===== config.mk =====
export PLATFORM = sky130hd
export DESIGN_NAME = watchdog_ctrl
export DESIGN_NICKNAME = d
export VERILOG_FILES = /design/src/rtl/watchdog_ctrl.sv
export SDC_FILE = /design/constraint.sdc
export NUM_CORES = 1
export LEC_CHECK = 0
export ABC_CLOCK_PERIOD_IN_PS = 2900
export BUFFER_PORTS_ARGS = -buffer_cell sky130_fd_sc_hd__buf_2
export CAP_MARGIN = 20
export CORE_MARGIN = 5
export CORE_UTILIZATION = 35
export DETAILED_ROUTE_END_ITERATION = 8
export HOLD_SLACK_MARGIN = 0.06
export SYNTH_ARGS = -nofsm -noshare
export SYNTH_HDL_FRONTEND = slang
export SYNTH_SLANG_ARGS = --single-unit

===== constraint.sdc =====
create_clock -name ACLK -period 2.9 [get_ports ACLK]
set_clock_uncertainty 0.05 [all_clocks]
set_input_delay 0.145 -clock ACLK [delete_from_list [all_inputs] [get_ports ACLK]]
set_output_delay 0.145 -clock ACLK [all_outputs]
set_load 0.005 [all_outputs]

===== src/rtl/watchdog_ctrl.sv =====
// -----------------------------------------------------------------------------
// watchdog_ctrl
//
// Purpose:
//   Software watchdog with a programmable timeout and two kick requesters.
//   Once armed, a down-counter is loaded from the timeout register and
//   decrements every cycle.  A granted kick reloads the counter; if the
//   counter runs out the watchdog enters EXPIRED and raises a one-cycle
//   interrupt pulse.  EXPIRED is sticky until acknowledged with clear.
//
// Parameters:
//   CNT_WIDTH   - width of the timeout register and the down-counter
//   TIMEOUT_RST - timeout register value after reset (cycles)
//
// Ports:
//   ACLK        in   1          clock, all state changes on the rising edge
//   ARESET      in   1          synchronous reset, active-high
//   cfg_timeout in   CNT_WIDTH  new timeout value (cycles)
//   cfg_load    in   1          load cfg_timeout into the timeout register
//   arm         in   1          start request (honoured in IDLE only)
//   disarm      in   1          stop request (honoured in ARMED only)
//   clear       in   1          acknowledge expiry (honoured in EXPIRED only)
//   kick_req    in   2          per-requester kick request, level, held until acked
//   kick_ack    out  2          one-hot combinational kick grant
//   wd_active   out  1          registered, high while ARMED
//   wd_expired  out  1          registered, high while EXPIRED
//   wd_irq      out  1          registered, one-cycle pulse on entry to EXPIRED
//   count       out  CNT_WIDTH  remaining cycles before expiry
//   kick_cnt    out  16         accepted kicks since the last arm (wraps)
// -----------------------------------------------------------------------------
module watchdog_ctrl #(
  parameter int CNT_WIDTH   = 32,
  parameter int TIMEOUT_RST = 1000
) (
  input  logic                 ACLK,
  input  logic                 ARESET,
  input  logic [CNT_WIDTH-1:0] cfg_timeout,
  input  logic                 cfg_load,
  input  logic                 arm,
  input  logic                 disarm,
  input  logic                 clear,
  input  logic [1:0]           kick_req,
  output logic [1:0]           kick_ack,
  output logic                 wd_active,
  output logic                 wd_expired,
  output logic                 wd_irq,
  output logic [CNT_WIDTH-1:0] count,
  output logic [15:0]          kick_cnt
);

  localparam logic [CNT_WIDTH-1:0] TIMEOUT_RST_C = CNT_WIDTH'(TIMEOUT_RST);
  localparam logic [CNT_WIDTH-1:0] CNT_ZERO_C    = {CNT_WIDTH{1'b0}};
  localparam logic [CNT_WIDTH-1:0] CNT_ONE_C     = {{(CNT_WIDTH-1){1'b0}}, 1'b1};

  typedef enum logic [1:0] {
    ST_IDLE    = 2'b00,
    ST_ARMED   = 2'b01,
    ST_EXPIRED = 2'b10
  } state_t;

  state_t                 state_r;
  state_t                 state_nxt_s;
  logic [CNT_WIDTH-1:0]   timeout_r;
  logic [CNT_WIDTH-1:0]   count_r;
  logic [CNT_WIDTH-1:0]   count_nxt_s;
  logic [15:0]            kick_cnt_r;
  logic [15:0]            kick_cnt_nxt_s;
  // Requester that wins when both request at once (0 or 1).
  logic                   rr_pri_r;
  logic                   rr_pri_nxt_s;
  logic                   irq_nxt_s;
  logic                   active_r;
  logic                   expired_r;
  logic                   irq_r;
  logic [1:0]             grant_s;
  logic                   kick_acc_s;

  // Round-robin kick arbiter; grants only while ARMED and not being disarmed.
  always_comb begin
    grant_s = 2'b00;
    if (ARESET) begin
      grant_s = 2'b00;
    end else if ((state_r == ST_ARMED) && !disarm) begin
      case (kick_req)
        2'b01:   grant_s = 2'b01;
        2'b10:   grant_s = 2'b10;
        2'b11:   grant_s = rr_pri_r ? 2'b10 : 2'b01;
        default: grant_s = 2'b00;
      endcase
    end else begin
      grant_s = 2'b00;
    end
  end

  assign kick_acc_s = |grant_s;

  // Next-state, counter and round-robin update logic.
  always_comb begin
    state_nxt_s    = state_r;
    count_nxt_s    = count_r;
    kick_cnt_nxt_s = kick_cnt_r;
    rr_pri_nxt_s   = rr_pri_r;
    irq_nxt_s      = 1'b0;
    case (state_r)
      ST_IDLE: begin
        // The arm edge sees the timeout register before any same-edge load.
        if (arm && (timeout_r != CNT_ZERO_C)) begin
          state_nxt_s    = ST_ARMED;
          count_nxt_s    = timeout_r;
          kick_cnt_nxt_s = 16'd0;
        end else begin
          state_nxt_s    = ST_IDLE;
        end
      end
      ST_ARMED: begin
        if (disarm) begin
          state_nxt_s    = ST_IDLE;
          count_nxt_s    = CNT_ZERO_C;
        end else if (kick_acc_s) begin
          // A kick wins over a simultaneous expiry.
          count_nxt_s    = timeout_r;
          kick_cnt_nxt_s = kick_cnt_r + 16'd1;
          // After serving requester 0 requester 1 gets priority, and back.
          rr_pri_nxt_s   = grant_s[0];
        end else if (count_r <= CNT_ONE_C) begin
          // count_r can only be 0 here if a zero timeout was reloaded by a
          // kick; treat it as immediate expiry rather than wrapping.
          state_nxt_s    = ST_EXPIRED;
          count_nxt_s    = CNT_ZERO_C;
          irq_nxt_s      = 1'b1;
        end else begin
          count_nxt_s    = count_r - CNT_ONE_C;
        end
      end
      ST_EXPIRED: begin
        if (clear) begin
          state_nxt_s    = ST_IDLE;
          count_nxt_s    = CNT_ZERO_C;
        end else begin
          state_nxt_s    = ST_EXPIRED;
        end
      end
      default: begin
        state_nxt_s      = ST_IDLE;
        count_nxt_s      = CNT_ZERO_C;
      end
    endcase
  end

  // State, counter and status-flag registers.
  always_ff @(posedge ACLK) begin
    if (ARESET) begin
      state_r    <= ST_IDLE;
      count_r    <= CNT_ZERO_C;
      kick_cnt_r <= 16'd0;
      rr_pri_r   <= 1'b0;
      active_r   <= 1'b0;
      expired_r  <= 1'b0;
      irq_r      <= 1'b0;
    end else begin
      state_r    <= state_nxt_s;
      count_r    <= count_nxt_s;
      kick_cnt_r <= kick_cnt_nxt_s;
      rr_pri_r   <= rr_pri_nxt_s;
      // Flags are decoded from the next state so they are plain flops.
      active_r   <= (state_nxt_s == ST_ARMED);
      expired_r  <= (state_nxt_s == ST_EXPIRED);
      irq_r      <= irq_nxt_s;
    end
  end

  // Timeout register; a load while ARMED only affects the next reload.
  always_ff @(posedge ACLK) begin
    if (ARESET) begin
      timeout_r <= TIMEOUT_RST_C;
    end else if (cfg_load) begin
      timeout_r <= cfg_timeout;
    end else begin
      timeout_r <= timeout_r;
    end
  end

  assign kick_ack   = grant_s;
  assign wd_active  = active_r;
  assign wd_expired = expired_r;
  assign wd_irq     = irq_r;
  assign count      = count_r;
  assign kick_cnt   = kick_cnt_r;

endmodule


==> results of run 1 <==
## per-stage QoR
step	total power, W	area, um2	instances	hold WS (ns)	util, %
2_1_floorplan	0.00166	4260	492	0.224	-
3_3_place_gp	0.00185	4930	723	0.310	41.2
3_5_place_dp	0.00186	4930	723	0.325	41.2
4_1_cts	0.00318	5590	772	0.0841	46.7
5_1_grt	0.00331	5590	772	0.127	46.7
6_report	0.00316	5590	772	0.0958	46.7
## synth_stat cells, drive strengths merged, types with 3 or more instances
cell / number / area, um2
a2111oi: 3 / 26.3
a211oi: 6 / 45.0
a21o: 3 / 22.5
a21oi: 15 / 75.1
a221o: 6 / 60.1
a22oi: 4 / 30.0
a32oi: 7 / 61.3
and2: 9 / 58.8
and3: 3 / 18.8
buf: 15 / 82.6
clkbuf: 12 / 45.0
dfxtp: 86 / 1720
ha: 3 / 37.5
inv: 13 / 48.8
mux2i: 35 / 350
nand2: 37 / 139
nand2b: 5 / 31.3
nand3: 11 / 55.1
nand4: 11 / 75.1
nor2: 63 / 236
nor2b: 3 / 18.8
nor3: 26 / 140
nor4: 12 / 90.1
o21a: 3 / 22.5
o21ai: 27 / 135
o22ai: 5 / 37.5
o2bb2ai: 13 / 120
o31a: 3 / 26.3
or2: 4 / 25.0
or3: 5 / 41.3
xnor2: 15 / 131
xor2: 3 / 26.3
## path summary, 6_finish.rpt
| check | from | to | slack, ns |
|---|---|---|---|
| setup / recovery | count[7] | count[27] | 0.34 |
| hold / removal | disarm | state_r[0] | 0.1 |
| setup reg to reg | count[7] | count[27] | 0.34 |
| hold reg to reg | count[9] | count[9] | 0.44 |
## kinds of logic after synthesis
| family | synth area share (%) |
|---|---|
| AOI/OAI and AO/OA | 19.2 |
| xor gates and xnor gates | 3.70 |
| and+or+nand+nor | 23.3 |
| adders and majority gates | 0.882 |
| buffers and inverters | 4.15 |
| muxes | 8.23 |
| DFF | 40.5 |
## final cells by class
cell class	count	area [um2]
Timing Repair Buffer	144	946
Fill cell	1155	6370
Multi-Input combinational cell	366	2360
Tap cell	147	184
Inverter	13	48.8
Sequential cell	86	1720
Clock buffer	11	253
Clock inverter	5	81.3
## per-layer routing
metal	up-vias	part of all wire [%]	routed length, um
met5	-	0	0
li1	2070	-	-
met4	0	1.7	229
met3	21	5.6	746
met1	2024	46	6070
met2	149	47	6230
## what timing repair did
item,4_1_cts,5_1_grt
setup endpoints to repair,0,0
endpoints found under the hold margin,34,0
hold buffers,33,0
## flip-flops by register name, indices dropped and copies added, names as in the netlist
| register | count |
|---|---|
| wd_expired | 1 |
| rr_pri_r | 1 |
| wd_active | 1 |
| count | 32 |
| kick_cnt | 16 |
| wd_irq | 1 |
| state_r | 2 |
| timeout_r | 32 |
## power breakdown
part	internal, W	total [W]	switching (W)	leakage (nW)
Clock	0.000802	0.00129	0.000485	0.162
Combinational	0.000253	0.000562	0.000309	1.53
Sequential	0.00124	0.00131	0.0000729	0.704
## critical path, delay by kind of cell, from the launching register on
family                 cells  cell delay (ns)
and+or+nand+nor            4             1.34
AOI/OAI and AO/OA          2             0.50
DFF                        1             0.37
buffers and inverters      1             0.19
==> results.ini, run 1 <==
[pwr]
p_leak_nw=2.40
peakVddDrop_mv=0.260
p_per_area_mw_per_mm2=566

[placement]
hpwlAfterDp_um=9580
pre_cts_slack_ns=0.465
port_buffers=92
gp_congestion=0.890

[grt]
antenna_found_initial=0
grt_pass1_vias=4253
grt_use_met3_pct=4.58
grt_max_degree=38
use_met2_pct=30.1
busiest_layer=met2
gr-total-overflow=0
grt_usage_pct=18.9
met1_usage_pct=24.3
grt_pass1_wl_um=21900

[worst_setup_path]
cpPeakStageDelay_ns=0.47
crit_required_ns=3.10
worst_ep_arrival_time_ns=2.76
start_kind=flip-flop
critPathKind=reg2reg
path_max_fanout=7
crit_chain=nor3_1 -> nand4_1 -> nor4_4 -> buf_4 -> nand3_1 -> o31a_1 -> o32ai_1
rr_worst_depth=7
crit_slowest_cell=nor3_1
cp-end-kind=flip-flop

[timing]
grt_setup_unrepaired=no
slew_violations=0
fin_crit_sh_pct=88.3
fin_ws_ns=0.339
max_freq_ghz=0.390
tightest_slew_ns=0.977
hold_violations=0
max_slew_margin_pct=34.9
tns_ns=0
min_period_ns=2.56
setup_viol=0

[route]
ant_nets=0
vias_per_cell=5.52
routedWlPerCell_um=17.2
drt_iter0_drc=274
drc=0
drt_pass1_iterations=4
vias=4264
wirelength_um=13300

[clock_network]
ctsResizeCount=0
clk_latency_ns=0.35
ctsRootBufferMaster=clkbuf_16
numCtsBuffers=9
clockBufferDepth=2
cts_tree=yes
cts.sinks=86
htree_levels=3
clk_pin_slew_ns=0.06
cts_setup_buffers=0

[synthesis]
yosysSeqAreaShare_pct=40.5
synth_edf_count=0
syn_inst=492
syn_area_per_cell_um2=8.65
synthArstFlopShare_pct=0
synth_nets=535
synthFlopType=dfxtp_1
yosys_warnings=0
synth_cell_type_count=59
syn_area_mm2=0.00426
yosys_register_bits=86

[die]
ios=93
num_rows=40
initial_core_util_pct=35.6
die_w_um=120
core-area_mm2=0.0120
fp.dieH_um=120
dieArea_mm2=0.0145

[final_layout]
drive_above_1_share_pct=22.9
nets=663
final_cell_mix=buf_2 (92), dfxtp_1 (86), nor2_1 (63)
mostFrequentLayoutCell=buf_2
antenna_cells=0
area_growth_pct=31.4

[hold_path]
hold_depth=4
worstHoldPathType=in2reg

[outcome]
status=complete, no violations

[job]
cap_violations=0

Power figures use the tool's default switching activity.
==> run 2: changes to the inputs <==
==> constraint.sdc (replaced) <==
create_clock -name ACLK -period 2.9 [get_ports ACLK]
set_clock_uncertainty 0.05 [all_clocks]
set_input_delay 0.87 -clock ACLK [delete_from_list [all_inputs] [get_ports ACLK]]
set_output_delay 0.87 -clock ACLK [all_outputs]
set_load 0.005 [all_outputs]
==> run 2 against run 1 <==
Against the previous run: core utilization is 2.2 points lower; first-iteration DRC count up 33%; wire length decreased by 4.0%; flip-flop and latch count unchanged; combinational power decreased by 7.5%; cell count fell by 3.6%; register-to-register slack improved by 0.04 ns; fmax fell by 6.4%.
==> results.ini, run 2 (synthesized netlist as in run 1, its figures left out) <==
[clock_network]
clockBufferDepth=2  ; unchanged
cts_setup_buffers=0  ; unchanged
ctsResizeCount=0  ; unchanged
cts-hold-fix-buffers=0  ; -100%
cts_tree=yes
clk_latency_ns=0.35  ; about the same
ctsRootBufferMaster=clkbuf_16
clk_pin_slew_ns=0.06  ; about the same
htree_levels=3  ; unchanged
cts.sinks=86  ; unchanged
numCtsBuffers=9  ; unchanged

[worst_setup_path]
crit_cells=4  ; -3
worst_ep_arrival_time_ns=1.82  ; -0.94 ns
cp_top_family=simple AND/OR/NAND/NOR gates
crit_chain=buf_2 -> nor4b_1 -> and3_1 -> buf_2
rrSetupSlack_ns=0.38  ; +0.04 ns
r2r-start=count[2]
cp-endpoint=kick_ack[0]
cpPeakStageDelay_ns=0.46  ; about the same
rr_worst_depth=6  ; -1
path_max_fanout=3  ; -4
crit_required_ns=1.98  ; -1.12 ns
critPathLaunch=disarm
critPathKind=in2out
r2r-end=count[27]
cpMostUsedCell=buf_2
start_kind=primary input
path_buf_inv=2  ; +1
cp-end-kind=output pin
crit_slowest_cell=nor4b_1

[final_layout]
final_cell_mix=buf_2 (92), dfxtp_1 (86), nor2_1 (63)
fillCellCount=1180  ; +2.2%
multiInputGateArea_mm2=0.00236  ; unchanged
drive_above_1_share_pct=24.7  ; +1.8 points
nets=634  ; -4.4%
seq_area_mm2=0.00172  ; unchanged
fin_cells=744  ; -3.6%
mostFrequentLayoutCell=buf_2
area_growth_pct=25.2
final_util_pct=44.6  ; -2.2 points

[timing]
tns_ns=0  ; unchanged
max_slew_margin_pct=42.4  ; +7.6 points
grt_setup_unrepaired=no
hold_violations=0  ; unchanged
max_freq_ghz=0.365  ; -6.4%
slew_violations=0  ; unchanged
min_period_ns=2.74  ; +0.176 ns
whs_ns=0.457  ; +0.361 ns
fin_crit_sh_pct=94.4  ; +6.1 points
tightest_slew_ns=0.858  ; -0.119 ns
setup_viol=0  ; unchanged

[die]
ios=93  ; unchanged
initial_core_util_pct=35.6  ; unchanged
num_rows=40  ; unchanged
dieArea_mm2=0.0145  ; unchanged
die_w_um=120  ; unchanged
core-area_mm2=0.0120  ; unchanged
fp.dieH_um=120  ; unchanged

[grt]
gr-total-overflow=0  ; unchanged
antenna_found_initial=1  ; +1
grt_pass1_vias=3940  ; -7.4%
use_met2_pct=28.0  ; -2.1 points
grt_max_degree=38  ; unchanged
busiest_layer=met2
met1_usage_pct=24.3  ; -0.088 points
grt_pass1_wl_um=20900  ; -4.4%
grt_use_met3_pct=3.60  ; -0.98 points
grt_usage_pct=17.9  ; -1.0 points

[pwr]
p_per_area_mw_per_mm2=600  ; +6.1%
power.total_w=0.00320  ; +1.2%
p_leak_nw=2.30  ; -4.0%
peakVddDrop_mv=0.301  ; +16%

[job]
cap_violations=0  ; unchanged

[route]
wirelength_um=12700  ; -4.0%
ant_nets=0  ; unchanged
drc=0  ; unchanged
vias=4062  ; -4.7%
vias_per_cell=5.46  ; -1.2%
drt_iter0_drc=364  ; +33%
drt_pass1_iterations=5  ; +1
routedWlPerCell_um=17.1  ; -0.42%

[placement]
gp_congestion=0.868  ; -2.5%
dp_cells=727  ; +0.55%
hpwlAfterDp_um=9370  ; -2.2%
port_buffers=92  ; unchanged

[hold_path]
hold_depth=2  ; -2
worstHoldPathType=reg2reg

[outcome]
status=complete, no violations

[run 2: cell types whose count changed in the layout (fill, tap and decap cells not counted), sizes merged]
cell and delta:
dlygate4sd3 -33, clkinvlp -1, buf +4, inv +1, clkinv -1, bufinv +1
diode +1
[run 2: how the worst min path moves through the flow]
| stage | startpoint | end | slack [ns] |
|---|---|---|---|
| final | count[26] | count[26] | 0.46 |
| after global routing | kick_cnt[1] | kick_cnt[1] | 0.48 |
| after CTS | count[26] | count[26] | 0.45 |
| after detailed placement | count[26] | count[26] | 0.44 |
| after global placement | count[9] | count[9] | 0.41 |
| after floorplan | timeout_r[1] | count[1] | 0.41 |
[run 2: area by class of cell]
type / count / area share, %
clock buffers: 11 / 4.74
well taps: 147 / 3.45
diodes: 1 / 0.0470
multi-input cells: 366 / 44.2
inverters: 13 / 0.916
flip-flops and latches: 86 / 32.3
clock inverters: 5 / 1.95
repair buffers: 115 / 12.4
[run 2: routing by layer]
metal | part of all wire, % | vias to the layer above
met4 | 2.6 | 0
met5 | 0 | -
met1 | 46 | 1898
li1 | - | 2014
met2 | 45 | 125
met3 | 6.0 | 25
[run 2: worst register-to-register path, delay by kind of cell, from the launching register on]
family,cells,cell delay [ns]
compound gates,2,0.51
simple gates,4,1.51
flops,1,0.36
[run 2: power by group]
group          internal [W]  switching (W)  leakage, nW  total [W]
combinational      0.000226       0.000294         1.42   0.000520
clock              0.000890       0.000475        0.176    0.00137
sequential          0.00124      0.0000725        0.704    0.00131
total               0.00236       0.000842         2.30    0.00320
[run 2: stage by stage]
step           setup slack [ns]  cell area (um2)
3_3_place_gp              0.144             4970
5_1_grt                   0.119             5330
4_1_cts                   0.149             5330
6_report                  0.163             5330
2_1_floorplan             0.453             4260
3_5_place_dp            0.00636             4970
==> run 3: changes to the inputs <==
--- a/config.mk
+++ b/config.mk
@@ -5,7 +5,7 @@
 export SDC_FILE = /design/constraint.sdc
 export NUM_CORES = 1
 export LEC_CHECK = 0
-export ABC_CLOCK_PERIOD_IN_PS = 2900
+export ABC_CLOCK_PERIOD_IN_PS = 3520
 export BUFFER_PORTS_ARGS = -buffer_cell sky130_fd_sc_hd__buf_2
 export CAP_MARGIN = 20
 export CORE_MARGIN = 5
==> constraint.sdc (replaced) <==
create_clock -name ACLK -period 3.52 [get_ports ACLK]
set_clock_uncertainty 0.05 [all_clocks]
set_input_delay 1.056 -clock ACLK [delete_from_list [all_inputs] [get_ports ACLK]]
set_output_delay 1.056 -clock ACLK [all_outputs]
set_load 0.005 [all_outputs]
==> run 3 against run 2 <==
Against the previous run: global-route usage is 0.10 points lower; cell area shrank 3.2%; sequential share of layout area increased by 1.1 points; combinational power down 20%; via count grew 0.64%; die area stayed put; critical path type unchanged; first-iteration DRC count up 34%; power is 24% lower; wire length rose by 0.23%; critical path depth stayed put; highest routed layer unchanged; clock-buffer cell count is the same.
==> results.ini, run 3 (synthesized netlist as in run 1, its figures left out) <==
[route]
routedWlPerCell_um=17.4  ; +1.7%
drt_pass1_iterations=5  ; unchanged
drc=0  ; unchanged
vias=4088  ; +0.64%
vias_per_cell=5.58  ; +2.2%
ant_nets=0  ; unchanged
drt_iter0_drc=487  ; +34%
wirelength_um=12800  ; +0.23%

[die]
dieArea_mm2=0.0145  ; unchanged
core-area_mm2=0.0120  ; unchanged
ios=93  ; unchanged
initial_core_util_pct=35.6  ; unchanged
num_rows=40  ; unchanged
die_w_um=120  ; unchanged
fp.dieH_um=120  ; unchanged

[grt]
grt_max_degree=38  ; unchanged
gr-total-overflow=0  ; unchanged
grt_pass1_wl_um=20700  ; -1.2%
antenna_found_initial=0  ; -1
grt_usage_pct=17.8  ; -0.10 points
grt_pass1_vias=3957  ; +0.43%

[pwr]
p_int_w=0.00174  ; -26%
power_frac_seq_pct=44.8  ; +3.7 points
peakVddDrop_mv=0.173  ; -42%
p_per_area_mw_per_mm2=469  ; -22%
p_leak_nw=2.21  ; -4.0%
sw_frac_of_total_pct=28.0  ; +1.7 points
power.total_w=0.00242  ; -24%
power.clock.fraction_pct=38.1  ; -4.6 points
p_sw_w=0.000677  ; -20%
combPwrFrac_pct=17.2  ; +0.9 points

[placement]
gp_congestion=0.896  ; +3.2%
place_area_mm2=0.00487  ; -2.0%
port_buffers=92  ; unchanged
hpwlAfterDp_um=9290  ; -0.86%
pre_cts_slack_ns=0.466  ; +0.459 ns

[worst_setup_path]
crit_cells=4  ; unchanged
r2r-start=timeout_r[17]
cp_top_family=simple AND/OR/NAND/NOR gates
path_buf_inv=2  ; unchanged
cpPeakStageDelay_ns=0.45  ; about the same
start_kind=primary input
cp-end-kind=output pin
crit_chain=buf_2 -> nor4b_1 -> and3_1 -> buf_2
path_max_fanout=3  ; unchanged
rrSetupSlack_ns=0.85  ; +0.47 ns
rr_worst_depth=7  ; +1
crit_required_ns=2.41  ; +0.43 ns
critPathLaunch=disarm
critPathKind=in2out
worst_ep_arrival_time_ns=1.99  ; +0.17 ns
crit_slowest_cell=nor4b_1
cp-endpoint=kick_ack[0]
cpMostUsedCell=buf_2
r2r-end=count[26]

[timing]
grt_setup_unrepaired=no
setup_viol=0  ; unchanged
min_period_ns=3.10
fin_ws_ns=0.425  ; +0.262 ns
tightest_slew_ns=0.971  ; +0.114 ns
max_slew_margin_pct=35.2  ; -7.2 points
fin_crit_sh_pct=87.9
slew_violations=0  ; unchanged
tns_ns=0  ; unchanged
max_freq_ghz=0.323
hold_violations=0  ; unchanged

[outcome]
status=complete, no violations

[final_layout]
drive_above_1_share_pct=23.0  ; -1.6 points
multiInputGateArea_mm2=0.00236  ; unchanged
antenna_cells=0  ; -1
nets=625  ; -1.4%
seq_area_mm2=0.00172  ; unchanged
post-route-cell-area_mm2=0.00516  ; -3.2%
area_growth_pct=21.2
final_util_pct=43.1  ; -1.4 points
fillCellCount=1213  ; +2.8%
mostFrequentLayoutCell=buf_2
final_cell_mix=buf_2 (92), dfxtp_1 (86), nor2_1 (63)

[clock_network]
numCtsBuffers=9  ; unchanged
cts-hold-fix-buffers=0  ; unchanged
cts_tree=yes
clockBufferDepth=2  ; unchanged
ctsRootBufferMaster=clkbuf_16
htree_levels=3  ; unchanged
ctsResizeCount=0  ; unchanged
cts_setup_buffers=0  ; unchanged
clk_latency_ns=0.34  ; about the same
clk_pin_slew_ns=0.07  ; about the same
cts.sinks=86  ; unchanged

[hold_path]
worstHoldPathType=reg2reg
worstHoldStart=count[9]

[job]
cap_violations=0  ; unchanged

[run 3: cell types whose count changed in the layout (fill, tap and decap cells not counted), sizes merged]
cell / delta
clkinv: +2
diode: -1
inv: -1
buf: -9
bufinv: -2
[run 3: area by class of cell]
class                      count  share of cell area [%]
clock buffer                  11                    4.51
clock inverter                 4                   0.946
inverter                      13                   0.946
multi-input combinational    366                    45.7
sequential                    86                    33.4
tap                          147                    3.57
timing repair buffer         106                    11.0
[run 3: worst register-to-register path: stages (launching register included)]
cell     delay (ns)
dfxtp_1        0.34
nor4_1         0.42
nand4_1        0.23
o21ai_0        0.53
o21ai_1        0.11
buf_4          0.18
nand2_1        0.47
o22ai_1        0.19
[run 3: stage by stage]
step / instances / hold WS, ns
after CTS: 732 / 0.442
after floorplan: 492 / 0.405
after global placement: 717 / 0.422
after detailed placement: 717 / 0.429
final: 733 / 0.447
after global routing: 733 / 0.446
[run 3: per-layer routing]
layer | wire length, um | share of wire, % | vias to the layer above | track usage (%)
met5 | 0 | 0 | - | 0
met4 | 326 | 2.6 | 0 | 8.43
met3 | 912 | 7.1 | 21 | 4.96
met2 | 5810 | 45 | 143 | 27.3
met1 | 5730 | 45 | 1944 | 23.2
li1 | - | - | 1980 | -
[run 3: power by group through the flow]
| stage | clock network, W | registers (W) | logic (W) |
|---|---|---|---|
| 6_report | 0.000920 | 0.00108 | 0.000415 |
| 5_1_grt | 0.00100 | 0.00109 | 0.000462 |
| 4_1_cts | 0.000949 | 0.00108 | 0.000413 |
| 3_5_place_dp | 0 | 0.00110 | 0.000410 |
| 3_3_place_gp | 0 | 0.00110 | 0.000403 |
| 2_1_floorplan | 0 | 0.00108 | 0.000285 |
[run 3: how the worst min path moves through the flow]
stage | endpoint | slack [ns] | cells after the start
after floorplan | count[1] | 0.41 | 2
after global placement | count[9] | 0.42 | 1
after detailed placement | count[9] | 0.43 | 1
after CTS | count[9] | 0.44 | 1
after global routing | count[9] | 0.45 | 1
final | count[9] | 0.45 | 1
